`src/rtl/sdram_write_sequencer_if.sv`:
```
// -----------------------------------------------------------------------------
// sdram_write_sequencer_if
//
// Bundles the sample-input, controller-handshake and status signals of the
// SDRAM write sequencer so they travel as one port.
//
// Signals:
//   DATA_IN[15:0]        sample word from the avionics data path
//   DATA_VALID           push strobe, one word per high cycle
//   STATUS               controller busy (1 = busy, 0 = ready)
//   CMD_OUT[1:0]         0 = idle, 2 = write
//   A_OUT_BANK/ROW/COL   bank / row / column address of the current command
//   D_OUT[15:0]          write data (FIFO head, registered)
//   FIFO_FULL            sample buffer holds FIFO_DEPTH words
//   OVERFLOW             sticky, a word has been dropped
//   DROP_COUNT[15:0]     dropped words, saturating
//   MEM_FULL             address space exhausted (non-wrapping build only)
//   ERROR                sticky, a word was discarded after repeated timeouts
//   WORDS_WRITTEN[23:0]  acknowledged writes, wraps
//
// Modports:
//   master  - the data source / controller side (drives inputs, observes outputs)
//   slave   - the sequencer itself
// -----------------------------------------------------------------------------
interface sdram_write_sequencer_if;
    logic [15:0] DATA_IN;
    logic        DATA_VALID;
    logic        STATUS;
    logic [1:0]  CMD_OUT;
    logic [1:0]  A_OUT_BANK;
    logic [12:0] A_OUT_ROW;
    logic [8:0]  A_OUT_COL;
    logic [15:0] D_OUT;
    logic        FIFO_FULL;
    logic        OVERFLOW;
    logic [15:0] DROP_COUNT;
    logic        MEM_FULL;
    logic        ERROR;
    logic [23:0] WORDS_WRITTEN;

    modport master (
        output DATA_IN, DATA_VALID, STATUS,
        input  CMD_OUT, A_OUT_BANK, A_OUT_ROW, A_OUT_COL, D_OUT,
               FIFO_FULL, OVERFLOW, DROP_COUNT, MEM_FULL, ERROR, WORDS_WRITTEN
    );

    modport slave (
        input  DATA_IN, DATA_VALID, STATUS,
        output CMD_OUT, A_OUT_BANK, A_OUT_ROW, A_OUT_COL, D_OUT,
               FIFO_FULL, OVERFLOW, DROP_COUNT, MEM_FULL, ERROR, WORDS_WRITTEN
    );
endinterface

```
`src/rtl/sdram_write_sequencer.sv`:
```
// -----------------------------------------------------------------------------
// sdram_write_sequencer
//
// Buffers 16-bit sample words in a small FIFO and issues them as linear-address
// write commands (CMD_OUT = 2) to the SDRAM controller, using the controller's
// busy STATUS as handshake. Unacknowledged commands are retried; after
// MAX_RETRY consecutive timeouts the word is discarded and ERROR is set.
//
// Ports:
//   CLK_48MHZ  system clock, rising edge
//   RESET_N    asynchronous active-low reset
//   bus        sdram_write_sequencer_if.slave (data in, handshake, status out)
//
// Parameters:
//   FIFO_DEPTH   sample buffer depth (power of two, >= 2)
//   ACK_TIMEOUT  cycles CMD_OUT is held waiting for STATUS to rise
//   MAX_RETRY    consecutive timeouts before the word is discarded
//   PTR_INIT     value the address pointer takes on reset (normally 0)
//
// Build option:
//   SDRAM_WRAP_EN  defined: pointer wraps 24'hFFFFFF -> 0, MEM_FULL tied 0.
//                  undefined: pointer holds at 24'hFFFFFF, MEM_FULL goes
//                  sticky and no further commands are issued.
// -----------------------------------------------------------------------------
module sdram_write_sequencer #(
    parameter int          FIFO_DEPTH  = 16,
    parameter int          ACK_TIMEOUT = 15,
    parameter int          MAX_RETRY   = 3,
    parameter logic [23:0] PTR_INIT    = 24'h000000
) (
    input  logic                   CLK_48MHZ,
    input  logic                   RESET_N,
    sdram_write_sequencer_if.slave bus
);
    localparam int AW = $clog2(FIFO_DEPTH);
    localparam int CW = AW + 1;
    localparam int TW = $clog2(ACK_TIMEOUT + 1);
    localparam int RW = $clog2(MAX_RETRY + 1);

    localparam logic [CW-1:0] DEPTH_C      = CW'(FIFO_DEPTH);
    localparam logic [TW-1:0] TIMEOUT_LAST = TW'(ACK_TIMEOUT - 1);
    localparam logic [RW-1:0] RETRY_LAST   = RW'(MAX_RETRY - 1);
    localparam logic [1:0]    CMD_IDLE     = 2'd0;
    localparam logic [1:0]    CMD_WRITE    = 2'd2;

    typedef enum logic [1:0] {
        IDLE      = 2'd0,
        ISSUE     = 2'd1,
        WAIT_DONE = 2'd2
    } state_t;

    state_t state_q, state_d;

    // Sample FIFO
    logic [15:0]   mem_q [FIFO_DEPTH];
    logic [AW-1:0] wr_idx_q, rd_idx_q;
    logic [CW-1:0] count_q, count_d;
    logic          full_q;
    logic          fifo_empty;
    logic          push, pop, drop;

    // Command side
    logic [1:0]    cmd_q, cmd_d;
    logic [15:0]   dout_q;
    logic          load_dout;
    logic [23:0]   ptr_q, ptr_d;
    logic          advance;
    logic [TW-1:0] timer_q, timer_d;
    logic [RW-1:0] retry_q, retry_d;
    logic          first_q, first_d;
    logic          issue_blocked;

    // Status
    logic [23:0]   words_q;
    logic          words_inc;
    logic [15:0]   drop_cnt_q;
    logic          ovf_q;
    logic          error_q;
    logic          err_set;

`ifndef SDRAM_WRAP_EN
    logic          mem_full_q, mem_full_d;
`endif

    // A word arriving on a full FIFO is still kept if the head leaves in the
    // same cycle.
    assign fifo_empty = (count_q == '0);
    assign push       = bus.DATA_VALID && (!full_q || pop);
    assign drop       = bus.DATA_VALID && full_q && !pop;
    assign count_d    = count_q + CW'(push) - CW'(pop);

    // ------------------------------------------------------------------
    // Address pointer advance and end-of-space handling
    // ------------------------------------------------------------------
    always_comb begin
        ptr_d = ptr_q;
`ifndef SDRAM_WRAP_EN
        mem_full_d = mem_full_q;
`endif
        if (advance) begin
`ifdef SDRAM_WRAP_EN
            ptr_d = ptr_q + 24'd1;
`else
            if (ptr_q == 24'hFFFFFF) begin
                mem_full_d = 1'b1;
            end else begin
                ptr_d = ptr_q + 24'd1;
            end
`endif
        end
    end

`ifdef SDRAM_WRAP_EN
    assign issue_blocked = 1'b0;
`else
    assign issue_blocked = mem_full_q;
`endif

    // ------------------------------------------------------------------
    // Handshake FSM: next state and command outputs
    // ------------------------------------------------------------------
    always_comb begin
        state_d   = state_q;
        cmd_d     = cmd_q;
        timer_d   = timer_q;
        retry_d   = retry_q;
        first_d   = 1'b0;
        pop       = 1'b0;
        advance   = 1'b0;
        load_dout = 1'b0;
        err_set   = 1'b0;
        words_inc = 1'b0;

        case (state_q)
            IDLE: begin
                if (!fifo_empty && !bus.STATUS && !issue_blocked) begin
                    load_dout = 1'b1;
                    cmd_d     = CMD_WRITE;
                    timer_d   = '0;
                    state_d   = ISSUE;
                end
            end

            ISSUE: begin
                if (bus.STATUS) begin
                    cmd_d   = CMD_IDLE;
                    first_d = 1'b1;
                    state_d = WAIT_DONE;
                end else if (timer_q == TIMEOUT_LAST) begin
                    // Timeout: drop the command; the same head word is
                    // re-issued from IDLE unless the retry budget is spent.
                    cmd_d   = CMD_IDLE;
                    state_d = IDLE;
                    if (retry_q == RETRY_LAST) begin
                        err_set = 1'b1;
                        pop     = 1'b1;
                        advance = 1'b1;
                        retry_d = '0;
                    end else begin
                        retry_d = retry_q + RW'(1);
                    end
                end else begin
                    timer_d = timer_q + TW'(1);
                end
            end

            WAIT_DONE: begin
                // Acknowledge bookkeeping happens once, on entry.
                if (first_q) begin
                    pop       = 1'b1;
                    advance   = 1'b1;
                    words_inc = 1'b1;
                    retry_d   = '0;
                end
                if (!bus.STATUS) begin
                    state_d = IDLE;
                end
            end

            default: begin
                cmd_d   = CMD_IDLE;
                state_d = IDLE;
            end
        endcase
    end

    // ------------------------------------------------------------------
    // FIFO storage: no reset so it maps onto block RAM
    // ------------------------------------------------------------------
    always_ff @(posedge CLK_48MHZ) begin
        if (push) begin
            mem_q[wr_idx_q] <= bus.DATA_IN;
        end
    end

    // ------------------------------------------------------------------
    // State and status registers
    // ------------------------------------------------------------------
    always_ff @(posedge CLK_48MHZ or negedge RESET_N) begin
        if (!RESET_N) begin
            state_q    <= IDLE;
            cmd_q      <= CMD_IDLE;
            timer_q    <= '0;
            retry_q    <= '0;
            first_q    <= 1'b0;
            wr_idx_q   <= '0;
            rd_idx_q   <= '0;
            count_q    <= '0;
            full_q     <= 1'b0;
            dout_q     <= '0;
            ptr_q      <= PTR_INIT;
            words_q    <= '0;
            drop_cnt_q <= '0;
            ovf_q      <= 1'b0;
            error_q    <= 1'b0;
        end else begin
            state_q <= state_d;
            cmd_q   <= cmd_d;
            timer_q <= timer_d;
            retry_q <= retry_d;
            first_q <= first_d;
            ptr_q   <= ptr_d;
            count_q <= count_d;
            full_q  <= (count_d == DEPTH_C);
            if (push) begin
                wr_idx_q <= wr_idx_q + AW'(1);
            end
            if (pop) begin
                rd_idx_q <= rd_idx_q + AW'(1);
            end
            // Registered read of the FIFO head as the command is launched.
            if (load_dout) begin
                dout_q <= mem_q[rd_idx_q];
            end
            if (words_inc) begin
                words_q <= words_q + 24'd1;
            end
            if (drop) begin
                ovf_q <= 1'b1;
                if (drop_cnt_q != 16'hFFFF) begin
                    drop_cnt_q <= drop_cnt_q + 16'd1;
                end
            end
            if (err_set) begin
                error_q <= 1'b1;
            end
        end
    end

`ifndef SDRAM_WRAP_EN
    always_ff @(posedge CLK_48MHZ or negedge RESET_N) begin
        if (!RESET_N) begin
            mem_full_q <= 1'b0;
        end else begin
            mem_full_q <= mem_full_d;
        end
    end
`endif

    // ------------------------------------------------------------------
    // Outputs
    // ------------------------------------------------------------------
    assign bus.CMD_OUT       = cmd_q;
    assign bus.A_OUT_BANK    = ptr_q[23:22];
    assign bus.A_OUT_ROW     = ptr_q[21:9];
    assign bus.A_OUT_COL     = ptr_q[8:0];
    assign bus.D_OUT         = dout_q;
    assign bus.FIFO_FULL     = full_q;
    assign bus.OVERFLOW      = ovf_q;
    assign bus.DROP_COUNT    = drop_cnt_q;
    assign bus.ERROR         = error_q;
    assign bus.WORDS_WRITTEN = words_q;
`ifdef SDRAM_WRAP_EN
    assign bus.MEM_FULL      = 1'b0;
`else
    assign bus.MEM_FULL      = mem_full_q;
`endif

endmodule

```
`src/flat_wrapper.sv`:
```
// flat-port wrapper written by rule: the top's interface ports become plain ports
module sdram_write_sequencer_flat 
#(
    parameter int          FIFO_DEPTH  = 16,
    parameter int          ACK_TIMEOUT = 15,
    parameter int          MAX_RETRY   = 3,
    parameter logic [23:0] PTR_INIT    = 24'h000000
)
  (CLK_48MHZ, RESET_N, bus_DATA_IN, bus_DATA_VALID, bus_STATUS, bus_CMD_OUT, bus_A_OUT_BANK, bus_A_OUT_ROW, bus_A_OUT_COL, bus_D_OUT, bus_FIFO_FULL, bus_OVERFLOW, bus_DROP_COUNT, bus_MEM_FULL, bus_ERROR, bus_WORDS_WRITTEN);
  sdram_write_sequencer_if bus_i ();
  input  logic CLK_48MHZ;
  input  logic RESET_N;
  input wire logic [$bits(bus_i.DATA_IN)-1:0] bus_DATA_IN;
  input wire logic [$bits(bus_i.DATA_VALID)-1:0] bus_DATA_VALID;
  input wire logic [$bits(bus_i.STATUS)-1:0] bus_STATUS;
  output wire logic [$bits(bus_i.CMD_OUT)-1:0] bus_CMD_OUT;
  output wire logic [$bits(bus_i.A_OUT_BANK)-1:0] bus_A_OUT_BANK;
  output wire logic [$bits(bus_i.A_OUT_ROW)-1:0] bus_A_OUT_ROW;
  output wire logic [$bits(bus_i.A_OUT_COL)-1:0] bus_A_OUT_COL;
  output wire logic [$bits(bus_i.D_OUT)-1:0] bus_D_OUT;
  output wire logic [$bits(bus_i.FIFO_FULL)-1:0] bus_FIFO_FULL;
  output wire logic [$bits(bus_i.OVERFLOW)-1:0] bus_OVERFLOW;
  output wire logic [$bits(bus_i.DROP_COUNT)-1:0] bus_DROP_COUNT;
  output wire logic [$bits(bus_i.MEM_FULL)-1:0] bus_MEM_FULL;
  output wire logic [$bits(bus_i.ERROR)-1:0] bus_ERROR;
  output wire logic [$bits(bus_i.WORDS_WRITTEN)-1:0] bus_WORDS_WRITTEN;
  assign bus_i.DATA_IN = bus_DATA_IN;
  assign bus_i.DATA_VALID = bus_DATA_VALID;
  assign bus_i.STATUS = bus_STATUS;
  assign bus_CMD_OUT = bus_i.CMD_OUT;
  assign bus_A_OUT_BANK = bus_i.A_OUT_BANK;
  assign bus_A_OUT_ROW = bus_i.A_OUT_ROW;
  assign bus_A_OUT_COL = bus_i.A_OUT_COL;
  assign bus_D_OUT = bus_i.D_OUT;
  assign bus_FIFO_FULL = bus_i.FIFO_FULL;
  assign bus_OVERFLOW = bus_i.OVERFLOW;
  assign bus_DROP_COUNT = bus_i.DROP_COUNT;
  assign bus_MEM_FULL = bus_i.MEM_FULL;
  assign bus_ERROR = bus_i.ERROR;
  assign bus_WORDS_WRITTEN = bus_i.WORDS_WRITTEN;
  sdram_write_sequencer #(.FIFO_DEPTH(FIFO_DEPTH), .ACK_TIMEOUT(ACK_TIMEOUT), .MAX_RETRY(MAX_RETRY), .PTR_INIT(PTR_INIT)) u_core (.CLK_48MHZ(CLK_48MHZ), .RESET_N(RESET_N), .bus(bus_i));
endmodule
```
`config.mk`:
```
export PLATFORM = sky130hd
export DESIGN_NAME = sdram_write_sequencer_flat
export DESIGN_NICKNAME = d
export VERILOG_FILES = /design/src/rtl/sdram_write_sequencer_if.sv /design/src/rtl/sdram_write_sequencer.sv /design/src/flat_wrapper.sv
export SDC_FILE = /design/constraint.sdc
export NUM_CORES = 1
export LEC_CHECK = 0
export ABC_CLOCK_PERIOD_IN_PS = 4700
export BUFFER_PORTS_ARGS = -buffer_cell sky130_fd_sc_hd__buf_2
export CAP_MARGIN = 20
export CORE_MARGIN = 3
export CORE_UTILIZATION = 60
export CTS_CLUSTER_DIAMETER = 150
export DETAILED_ROUTE_END_ITERATION = 10
export GPL_TIMING_DRIVEN = 0
export PLACE_DENSITY = 0.82
export SLEW_MARGIN = 20
export SYNTH_ARGS = -nofsm -noshare
export SYNTH_HDL_FRONTEND = slang
export SYNTH_SLANG_ARGS = --single-unit
```
`constraint.sdc`:
```
create_clock -name CLK_48MHZ -period 4.7 [get_ports CLK_48MHZ]
set_clock_uncertainty 0.1 [all_clocks]
set_input_delay 0.94 -clock CLK_48MHZ [delete_from_list [all_inputs] [get_ports CLK_48MHZ]]
set_output_delay 0.94 -clock CLK_48MHZ [all_outputs]
set_load 0.1 [all_outputs]
```
==> results_dict.tcl, run 1 <==
set metrics [dict create \
    power.leakage_uw 0.00658 \
    fin_nets 1060 \
    vias 8179 \
    crit_path_start_kind "flip-flop" \
    synth_top_area_cell "edfxtp_1" \
    antenna_found_initial 0 \
    synth-edff-count 256 \
    grt_pass1_wl_mm 47.0 \
    place.gp.congestion 0.771 \
    dieArea_sq_um 26300 \
    end_kind "flip-flop" \
    ys_ff_latch 363 \
    finalCritPeriodShare_pct 73.3 \
    slew_headroom_pct 35.4 \
    slew_violations 0 \
    rr_worst_depth 16 \
    drc 0 \
    grt_max_degree 81 \
    firstDrtPassIters 5 \
    clk_latency_ps 510 \
    antenna_cells 0 \
    overflow 0 \
    cts-resized-gates 0 \
    synthArstFlopShare_pct 29.5 \
    synth_area_sq_um 14700 \
    area_delta_synth_final_pct 16.7 \
    detail_route.iter0.violations 767 \
    ys_warn_count 0 \
    cts.clk_slew.worst_paths_ps 60 \
    syn_area_per_cell_sq_um 17.1 \
    cts_sinks 363 \
    path_class "reg2reg" \
    syn_nets 897 \
    outcome "completed" \
    final_core_util_pct 72.0 \
    yosysSeqAreaShare_pct 70.7 \
    vias_per_cell 5.98 \
    die-width_um 162 \
    hpwl_mm 19.7 \
    cts_setup_buffers 0 \
    cts_root_buf "clkbuf_16" \
    die_y_um 162 \
    p_per_area_nw_per_um2 586 \
    core-area_sq_um 23800 \
    drt_wl_total_mm 30.1 \
    initial_core_util_pct 61.7 \
    grt_pass1_vias 8192 \
    clockBufferDepth 3 \
    cap_violations 0 \
    cts_tree "built" \
    ios 106 \
    reg2reg_slack_ps 1250 \
    worst_pin_slew_ps 970 \
    ir_drop_mv 0.495 \
    cts_made_buffers 37 \
    rsz0062_at_grt "false" \
    holdWs_ps 188 \
    netlist.area_leader.share_pct 52.4 \
    postRouteAntennaNets 0 \
    timing.fmax_mhz 290 \
    arrival_ps 3750 \
    hold_path.class "in2async" \
    synth_area_leaders "edfxtp_1 52%, dfrtp_1 18%, mux4_2 9.8%" \
    synthTopCellsByCount "256 x edfxtp_1, 107 x dfrtp_1, 64 x mux4_2" \
    gr-usage-all-layers_pct 23.3 \
    syn_inst 857 \
    io_buffers 103 \
    worstPathMaxFanout 10 \
    rows 56 \
    hold_violations 0 \
    setup-violations-final 0 \
    drive_above_1_share_pct 27.0 \
    cts_hold_buf 0 \
    ys_types 51 \
    synth_most_common_cell "edfxtp_1" \
    wl_per_cell_um 22.0 \
    period_needed_ps 3450 \
    worstPathRequired_ps 5000 \
    ys.flop_type "edfxtp_1" \
    cts-htree-levels 2 \
]
## report_power, final
group	switching [uW]	leakage, uW	internal, uW
clock network	1200	0.000596	1750
registers	216	0.00372	3870
logic	1990	0.00227	1010
total	3400	0.00658	6620
## kinds of logic after synthesis
group | share of synthesized area, %
adders and majority gates | 1.76
other | 0.0256
muxes | 12.6
DFF | 70.7
AOI/OAI and AO/OA | 3.22
buffers and inverters | 1.72
and+or+nand+nor | 6.02
xor gates and xnor gates | 3.94
## per-stage QoR
stage	setup WS, ps	setup TNS [ps]	instances	instance area (sq um)	power (uW)
floorplan	995	0	857	14700	6330
global placement	-281	-16050	1279	15600	6960
detailed placement	716	0	1300	15900	7140
CTS	1230	0	1368	17100	10100
global route	971	0	1368	17100	10400
finish	1250	0	1368	17100	10000
## placed cells by master (no fill, tap or decap), types with 3 or more instances in the layout
cell type  netlist  layout
and2_1           3       3
xnor2_1         39      39
nand3_1         29      29
nor3_2           0       4
xor2_1          27      27
and4_1           3       3
buf_8            0       5
mux2_2           5       5
buf_4            2       7
nand2b_1         7       7
nor3_1          19      15
buf_2           12     114
buf_6            0      11
ha_1            19      19
o22ai_1         16      16
buf_1            3       3
a21oi_1          7       7
clkbuf_16        0      39
nor2_2           0      12
inv_6            0       3
nand4_1         20      20
and3_1           9       9
edfxtp_1       256     256
clkinv_2         0       6
a21o_1          18      18
nand2_1         34      34
clkinv_1         0       5
mux4_2          64      64
a31oi_1          3       3
inv_1           28      28
clkbuf_1        16      24
dfrtp_1        107     107
mux2i_1         34      34
bufinv_16        0       4
o31ai_1          3       3
nor2_1          39      27
o21ai_0          7       7
## final cells by class
cell class | count | area, sq um
inverters | 28 | 105
flip-flops and latches | 363 | 10400
multi-input cells | 433 | 4100
fillers | 1448 | 6640
clock buffers | 47 | 1010
plain buffers | 33 | 146
clock inverters | 21 | 219
well taps | 319 | 399
repair buffers | 124 | 774
## worst paths after layout
path / startpoint / end
max: u_core.state_q[0] / u_core.bus.FIFO_FULL
min: RESET_N / u_core.ptr_q[6]
max reg2reg: u_core.state_q[0] / u_core.bus.FIFO_FULL
min reg2reg: u_core.bus.WORDS_WRITTEN[23] / u_core.bus.WORDS_WRITTEN[23]
max in group asynchronous: RESET_N / u_core.bus.D_OUT[8]
min in group CLK_48MHZ: u_core.bus.WORDS_WRITTEN[23] / u_core.bus.WORDS_WRITTEN[23]
## sequential cells by signal (all words and copies together) (netlist names)
| name | flops |
|---|---|
| u_core.ptr_q | 24 |
| u_core.bus.DROP_COUNT | 16 |
| u_core.bus.D_OUT | 16 |
| u_core.state_q | 2 |
| u_core.bus.WORDS_WRITTEN | 24 |
| u_core.bus.FIFO_FULL | 1 |
| u_core.wr_idx_q | 4 |
| u_core.bus.CMD_OUT | 1 |
| u_core.first_q | 1 |
| u_core.rd_idx_q | 4 |
| u_core.count_q | 5 |
| u_core.bus.ERROR | 1 |
| u_core.retry_q | 2 |
| u_core.mem_q | 256 |
| u_core.bus.OVERFLOW | 1 |
| u_core.timer_q | 4 |
| u_core.bus.MEM_FULL | 1 |
## critical path: stages, from the launching register on
cell,delay [ps]
dfrtp_1,400
inv_1,90
ha_1,140
clkbuf_1,320
nand3_1,150
o21ai_0,180
buf_4,290
ha_1,260
inv_1,60
ha_1,160
inv_1,50
fa_1,400
inv_1,70
a21oi_1,60
o21bai_1,160
xnor2_1,170
nor4b_1,290
## metal layers
layer | vias up | part of all wire [%] | GRT usage [%]
li1 | 3640 | - | -
met4 | 0 | 2.6 | 6.82
met1 | 4147 | 41 | 32.5
met2 | 332 | 50 | 38.8
met5 | - | 0 | 0
met3 | 60 | 6.4 | 3.80
Note: power is estimated with default switching activity, not from simulation.
==> run 2, diff against run 1 <==
- ABC_CLOCK_PERIOD_IN_PS: 4700 -> 2900
- CORE_UTILIZATION: 60 -> 54
- PLACE_DENSITY: 0.82 -> 0.78
- clock period: 4.7 -> 2.9 ns (I/O delays scaled with it)
==> run 2 against run 1 <==
  * Register-to-register slack worse by 1200 ps
  * Critical path depth is 1 lower
  * First-iteration DRC count is 20% lower
  * Combinational power is 70% higher
  * Global-route usage is 1.5 points lower
  * Sequential share of layout area is 0.71 points lower
  * Worst hold slack better by 30 ps
  * Die area is 11% higher
  * Clock-buffer cell count is 2 lower
  * Sequential power is 62% higher
  * Sequential cell count stayed put
  * Utilization is 6.3 points lower
  * Highest routed layer unchanged
==> results_dict.tcl, run 2 (synthesized netlist as in run 1, its figures left out) <==
set metrics [dict create \
    cp-startpoint "u_core.state_q[1]" \
    drive_above_1_share_pct 28.8 \
    detail_route.iter0.violations 616 \
    firstDrtPassIters 5 \
    crit_buf_inv 5 \
    vias_per_cell 5.96 \
    final_common_cell "edfxtp_1" \
    outcome "completed" \
    end_kind "flip-flop" \
    overflow 0 \
    hold_start "bus_STATUS" \
    cts_sinks 363 \
    cpLargestDelayFamily "adder cells" \
    dieArea_sq_um 29200 \
    cts_tree "built" \
    dp_cells 1312 \
    fill_cells 1725 \
    crit_slowest_cell "dfrtp_1" \
    crit_chain "inv_2 -> ha_4 -> nand4b_1 -> o21ai_2 -> buf_6 -> ha_4 -> inv_2 -> ha_4 -> inv_2 -> fa_2 -> inv_1 -> a21oi_1 -> o21bai_1 -> xnor2_1 -> nor4b_2" \
    clk_latency_ps 530 \
    postRouteAntennaNets 0 \
    drc 0 \
    clockBufferDepth 3 \
    hold_path.class "in2reg" \
    worstPathRequired_ps 3220 \
    slew_headroom_pct 36.0 \
    grt_pass1_wl_mm 48.1 \
    fin_nets 1063 \
    path_class "reg2reg" \
    setup-violations-final 0 \
    cap_violations 0 \
    die-width_um 171 \
    gr-usage-all-layers_pct 21.8 \
    worstPathMaxFanout 3 \
    final_cells 1387 \
    wl_per_cell_um 22.7 \
    finalCritPeriodShare_pct 99.9 \
    timing.fmax_mhz 345 \
    initial_core_util_pct 55.6 \
    io_buffers 103 \
    rr_startpoint "u_core.state_q[1]" \
    ir_drop_mv 0.588 \
    p_per_area_nw_per_um2 950 \
    slew_violations 0 \
    vias 8272 \
    rows 59 \
    crit_path_start_kind "flip-flop" \
    largest-register "u_core.mem_q" \
    place.gp.congestion 0.803 \
    largest_register_ffs 256 \
    critical-path-max-stage-delay_ps 370 \
    worst_pin_slew_ps 960 \
    antenna_cells 0 \
    die_y_um 171 \
    cts_root_buf "clkbuf_16" \
    grt_pass1_vias 8454 \
    totalPowerFinal_uw 16500 \
    area_delta_synth_final_pct 18.1 \
    cts.clk_slew.worst_paths_ps 60 \
    hpwl_mm 20.3 \
    mostFrequentLayoutCells "256 x edfxtp_1, 112 x buf_2, 107 x dfrtp_1" \
    antenna_found_initial 0 \
    cts_made_buffers 37 \
    ios 106 \
    period_needed_ps 2900 \
    grt_max_degree 55 \
    rsz0062_at_grt "true" \
    power.leakage_uw 0.00663 \
    arrival_ps 3220 \
    drt_wl_total_mm 31.5 \
    cts-htree-levels 2 \
    hold_violations 0 \
    core-area_sq_um 26400 \
]
==> run 2: cell types whose count changed in the layout (fill, tap and decap cells not counted), sizes merged <==
cell / change
buf: +3
clkbuf: -3
clkinv: +3
dlygate4sd3: +1
inv: -1
==> run 2: through the flow <==
step,hold WS (ps),setup TNS (ps),instance area [sq um],util (%),setup WS (ps)
final,217,0,17300,65.7,3.59
after global routing,212,-151,17300,65.7,-151
after CTS,201,-7.22,17300,65.6,-7.22
after detailed placement,342,-20450,16000,60.6,-402
after global placement,343,-202200,15700,59.4,-824
after floorplan,184,0,14700,-,2.16
==> run 2: cell type report <==
type	instances	area (sq um)	share of cell area [%]
Sequential cell	363	10400	59.9
Multi-Input combinational cell	433	4210	24.3
Clock buffer	45	976	5.64
Timing Repair Buffer	128	837	4.83
Tap cell	335	419	2.42
Clock inverter	23	246	1.42
Buffer	32	159	0.918
Inverter	28	105	0.607
==> run 2: routing by layer <==
metal | track usage [%] | vias up | part of all wire [%]
met2 | 36.3 | 337 | 50
met3 | 4.71 | 87 | 7.1
met5 | 0 | - | 0
met4 | 9.14 | 0 | 3.7
met1 | 28.1 | 4223 | 39
li1 | - | 3625 | -
==> run 2: final timing paths <==
check,to,slack [ps],cells past startpoint
setup / recovery,u_core.bus.FIFO_FULL,4,15
hold / removal,u_core.state_q[1],220,2
setup reg to reg,u_core.bus.FIFO_FULL,4,15
hold reg to reg,u_core.bus.OVERFLOW,360,1
max in group asynchronous,u_core.bus.D_OUT[8],1570,3
min in group asynchronous,u_core.bus.DROP_COUNT[9],500,2
==> run 2: worst reg2reg max path, stage by stage (launching register included) <==
cell and delay, ps:
dfrtp_1 370, inv_2 80, ha_4 270, nand4b_1 150, o21ai_2 260, buf_6 150, ha_4 180, inv_2 60
ha_4 130, inv_2 30, fa_2 350, inv_1 60, a21oi_1 50, o21bai_1 190, xnor2_1 160, nor4b_2 230
==> run 2: power breakdown <==
| group | internal (uW) | switching [uW] |
|---|---|---|
| Sequential | 6270 | 344 |
| Combinational | 1730 | 3370 |
| Clock | 2780 | 1970 |
| Total | 10800 | 5680 |
==> run 2: timing repair <==
action	in CTS	in global routing
resized for setup	8	10
hold buffers	1	0
buffers inserted	5	2
setup endpoints to repair	175	48
pin swaps	6	2
hold endpoints to repair	53	0
==> run 3, diff against run 2 <==
- ABC_CLOCK_PERIOD_IN_PS: 2900 -> 2400
- CORE_ASPECT_RATIO: unset -> 0.8
- clock period: 2.9 -> 2.4 ns (I/O delays scaled with it)
==> run 3 against run 2 <==
  * The flow now finishes with violations (negative setup slack)
  * Sequential share of layout area decreased by 2.4 points
  * Clock-buffer cell count rose by 11
  * Die area about the same
  * Critical path depth did not move
  * Sequential power up 22%
  * Worst setup slack got worse by 510 ps
  * Wire length rose by 9.3%
  * Critical endpoint unchanged
==> results_dict.tcl, run 3 (synthesized netlist as in run 1, its figures left out) <==
set metrics [dict create \
    io_buffers 103 \
    cap_violations 0 \
    overflow 0 \
    crit_slowest_cell "dfrtp_1" \
    rows 53 \
    firstDrtPassIters 4 \
    vias_per_cell 5.97 \
    initial_core_util_pct 55.3 \
    largest_register_ffs 256 \
    fin_nets 1094 \
    holdPathStages 2 \
    dieArea_sq_um 29200 \
    dp_slack_ps -723 \
    holdWs_ps 103 \
    outcome "finished, violations left" \
    p_seq_share_pct 38.8 \
    antenna_found_initial 0 \
    crit_buf_inv 5 \
    place.gp.congestion 0.781 \
    hold_path.class "in2reg" \
    fill_cells 1691 \
    p_per_area_nw_per_um2 1140 \
    grt_max_degree 57 \
    switchingPower_uw 7380 \
    grt_pass1_vias 8374 \
    hold_violations 0 \
    cts-htree-levels 2 \
    clk_latency_ps 530 \
    power.leakage_uw 0.00686 \
    vias 8593 \
    cts_tree "built" \
    worstPathMaxFanout 3 \
    drive_above_1_share_pct 36.4 \
    ios 106 \
    critical-path-max-stage-delay_ps 390 \
    slew_headroom_pct 38.4 \
    p_sw_share_pct 35.6 \
    combPwrFrac_pct 35.2 \
    die-width_um 190 \
    mostFrequentLayoutCells "256 x edfxtp_1, 106 x buf_2, 74 x dfrtp_1" \
    period_needed_ps 2900 \
    regArea_sq_um 10400 \
    antenna_cells 0 \
    area_delta_synth_final_pct 23.8 \
    hpwl_mm 18.9 \
    wl_per_cell_um 23.9 \
    end_kind "flip-flop" \
    postRouteAntennaNets 0 \
    p_int_uw 13400 \
    final_common_cell "edfxtp_1" \
    gr-usage-all-layers_pct 21.5 \
    grt_pass1_wl_mm 48.6 \
    cts_made_buffers 36 \
    rr_worst_depth 15 \
    final_core_util_pct 68.4 \
    cpLargestDelayFamily "adder cells" \
    finalCritPeriodShare_pct 121 \
    setup-violations-final 219 \
    worst_pin_slew_ps 925 \
    crit_chain "inv_1 -> ha_1 -> nand4b_1 -> o21ai_2 -> buf_6 -> ha_4 -> inv_4 -> ha_4 -> inv_2 -> fa_2 -> inv_2 -> a21oi_2 -> o21bai_1 -> xnor2_1 -> nor4b_2" \
    largest-register "u_core.mem_q" \
    cts_root_buf "clkbuf_16" \
    rsz0062_at_grt "true" \
    timing.fmax_mhz 344 \
    fin_area_sq_um 18100 \
    drt_wl_total_mm 34.5 \
    cp.depth 15 \
    p_clk_share_pct 26.1 \
    slew_violations 0 \
    crit_path_start_kind "flip-flop" \
    ir_drop_mv 0.784 \
    violations "negative setup slack" \
    cts.clk_slew.worst_paths_ps 70 \
    setup_slack_ps -505 \
    postPlaceCellArea_sq_um 15900 \
    worstPathRequired_ps 2730 \
    drc 0 \
    core-area_sq_um 26500 \
    detail_route.iter0.violations 908 \
    arrival_ps 3240 \
    die_y_um 153 \
    cts_sinks 363 \
    multiInputGateArea_sq_um 4460 \
    clockBufferDepth 3 \
    path_class "reg2reg" \
]
run 3: cell count changes in the layout (fill, tap and decap cells not counted), sizes merged:
cell	previous run	this run
buf	144	171
clkbuf	60	76
clkinv	15	7
bufinv	4	1
clkinvlp	2	0
run 3: worst register-to-register path: stages (launching register included):
cell and delay (ps):
dfrtp_1 390, inv_1 60, ha_1 170, nand4b_1 210, o21ai_2 260, buf_6 140, ha_4 200, inv_4 50
ha_4 130, inv_2 30, fa_2 350, inv_2 60, a21oi_2 40, o21bai_1 210, xnor2_1 180, nor4b_2 220
run 3: worst paths after layout:
check                      slack (ps)                           to               from
setup / recovery                 -500         u_core.bus.FIFO_FULL  u_core.timer_q[0]
hold / removal                    100            u_core.state_q[1]         bus_STATUS
setup reg to reg                 -500         u_core.bus.FIFO_FULL  u_core.timer_q[0]
hold reg to reg                   360             u_core.bus.ERROR   u_core.bus.ERROR
max in group asynchronous        1130  u_core.bus.WORDS_WRITTEN[9]            RESET_N
min in group asynchronous         390              u_core.ptr_q[9]            RESET_N
run 3: power groups by stage:
stage / combinational, uW / sequential, uW / clock [uW]
3_3_place_gp: 5780 / 8090 / 0
2_1_floorplan: 3110 / 9500 / 0
3_5_place_dp: 5880 / 8130 / 0
6_report: 7290 / 8040 / 5400
4_1_cts: 6310 / 8000 / 5380
5_1_grt: 7640 / 8100 / 5680
run 3: layout make-up:
| class | instances | share of cell area [%] |
|---|---|---|
| sequential | 363 | 57.4 |
| multi-input combinational | 433 | 24.6 |
| timing repair buffer | 161 | 7.64 |
| clock buffer | 56 | 5.66 |
| tap | 357 | 2.46 |
| buffer | 31 | 1.21 |
| inverter | 28 | 0.593 |
| clock inverter | 10 | 0.434 |
run 3: what timing repair did:
action                                  CTS  global route
buffers inserted                         29            18
hold buffers                              1             0
pin swaps                                22            16
cloned                                    0             9
gates resized for setup                  27            78
hold endpoints to repair                 55             0
endpoints found under the setup margin  290           247
run 3: metrics by stage:
stage | setup TNS (ps) | std cells | total power [uW]
floorplan | -11130 | 857 | 12600
global route | -56270 | 1439 | 21400
detailed placement | -145620 | 1318 | 14000
finish | -29940 | 1439 | 20700
CTS | -8320 | 1413 | 19700
global placement | -192670 | 1317 | 13900
run 3: per-layer routing:
metal / share of wire (%) / track usage (%) / vias to the layer above
li1: - / - / 3699
met4: 1.6 / 5.52 / 0
met3: 7.7 / 3.23 / 47
met5: 0 / 0 / -
met1: 41 / 32.9 / 4421
met2: 49 / 32.9 / 426
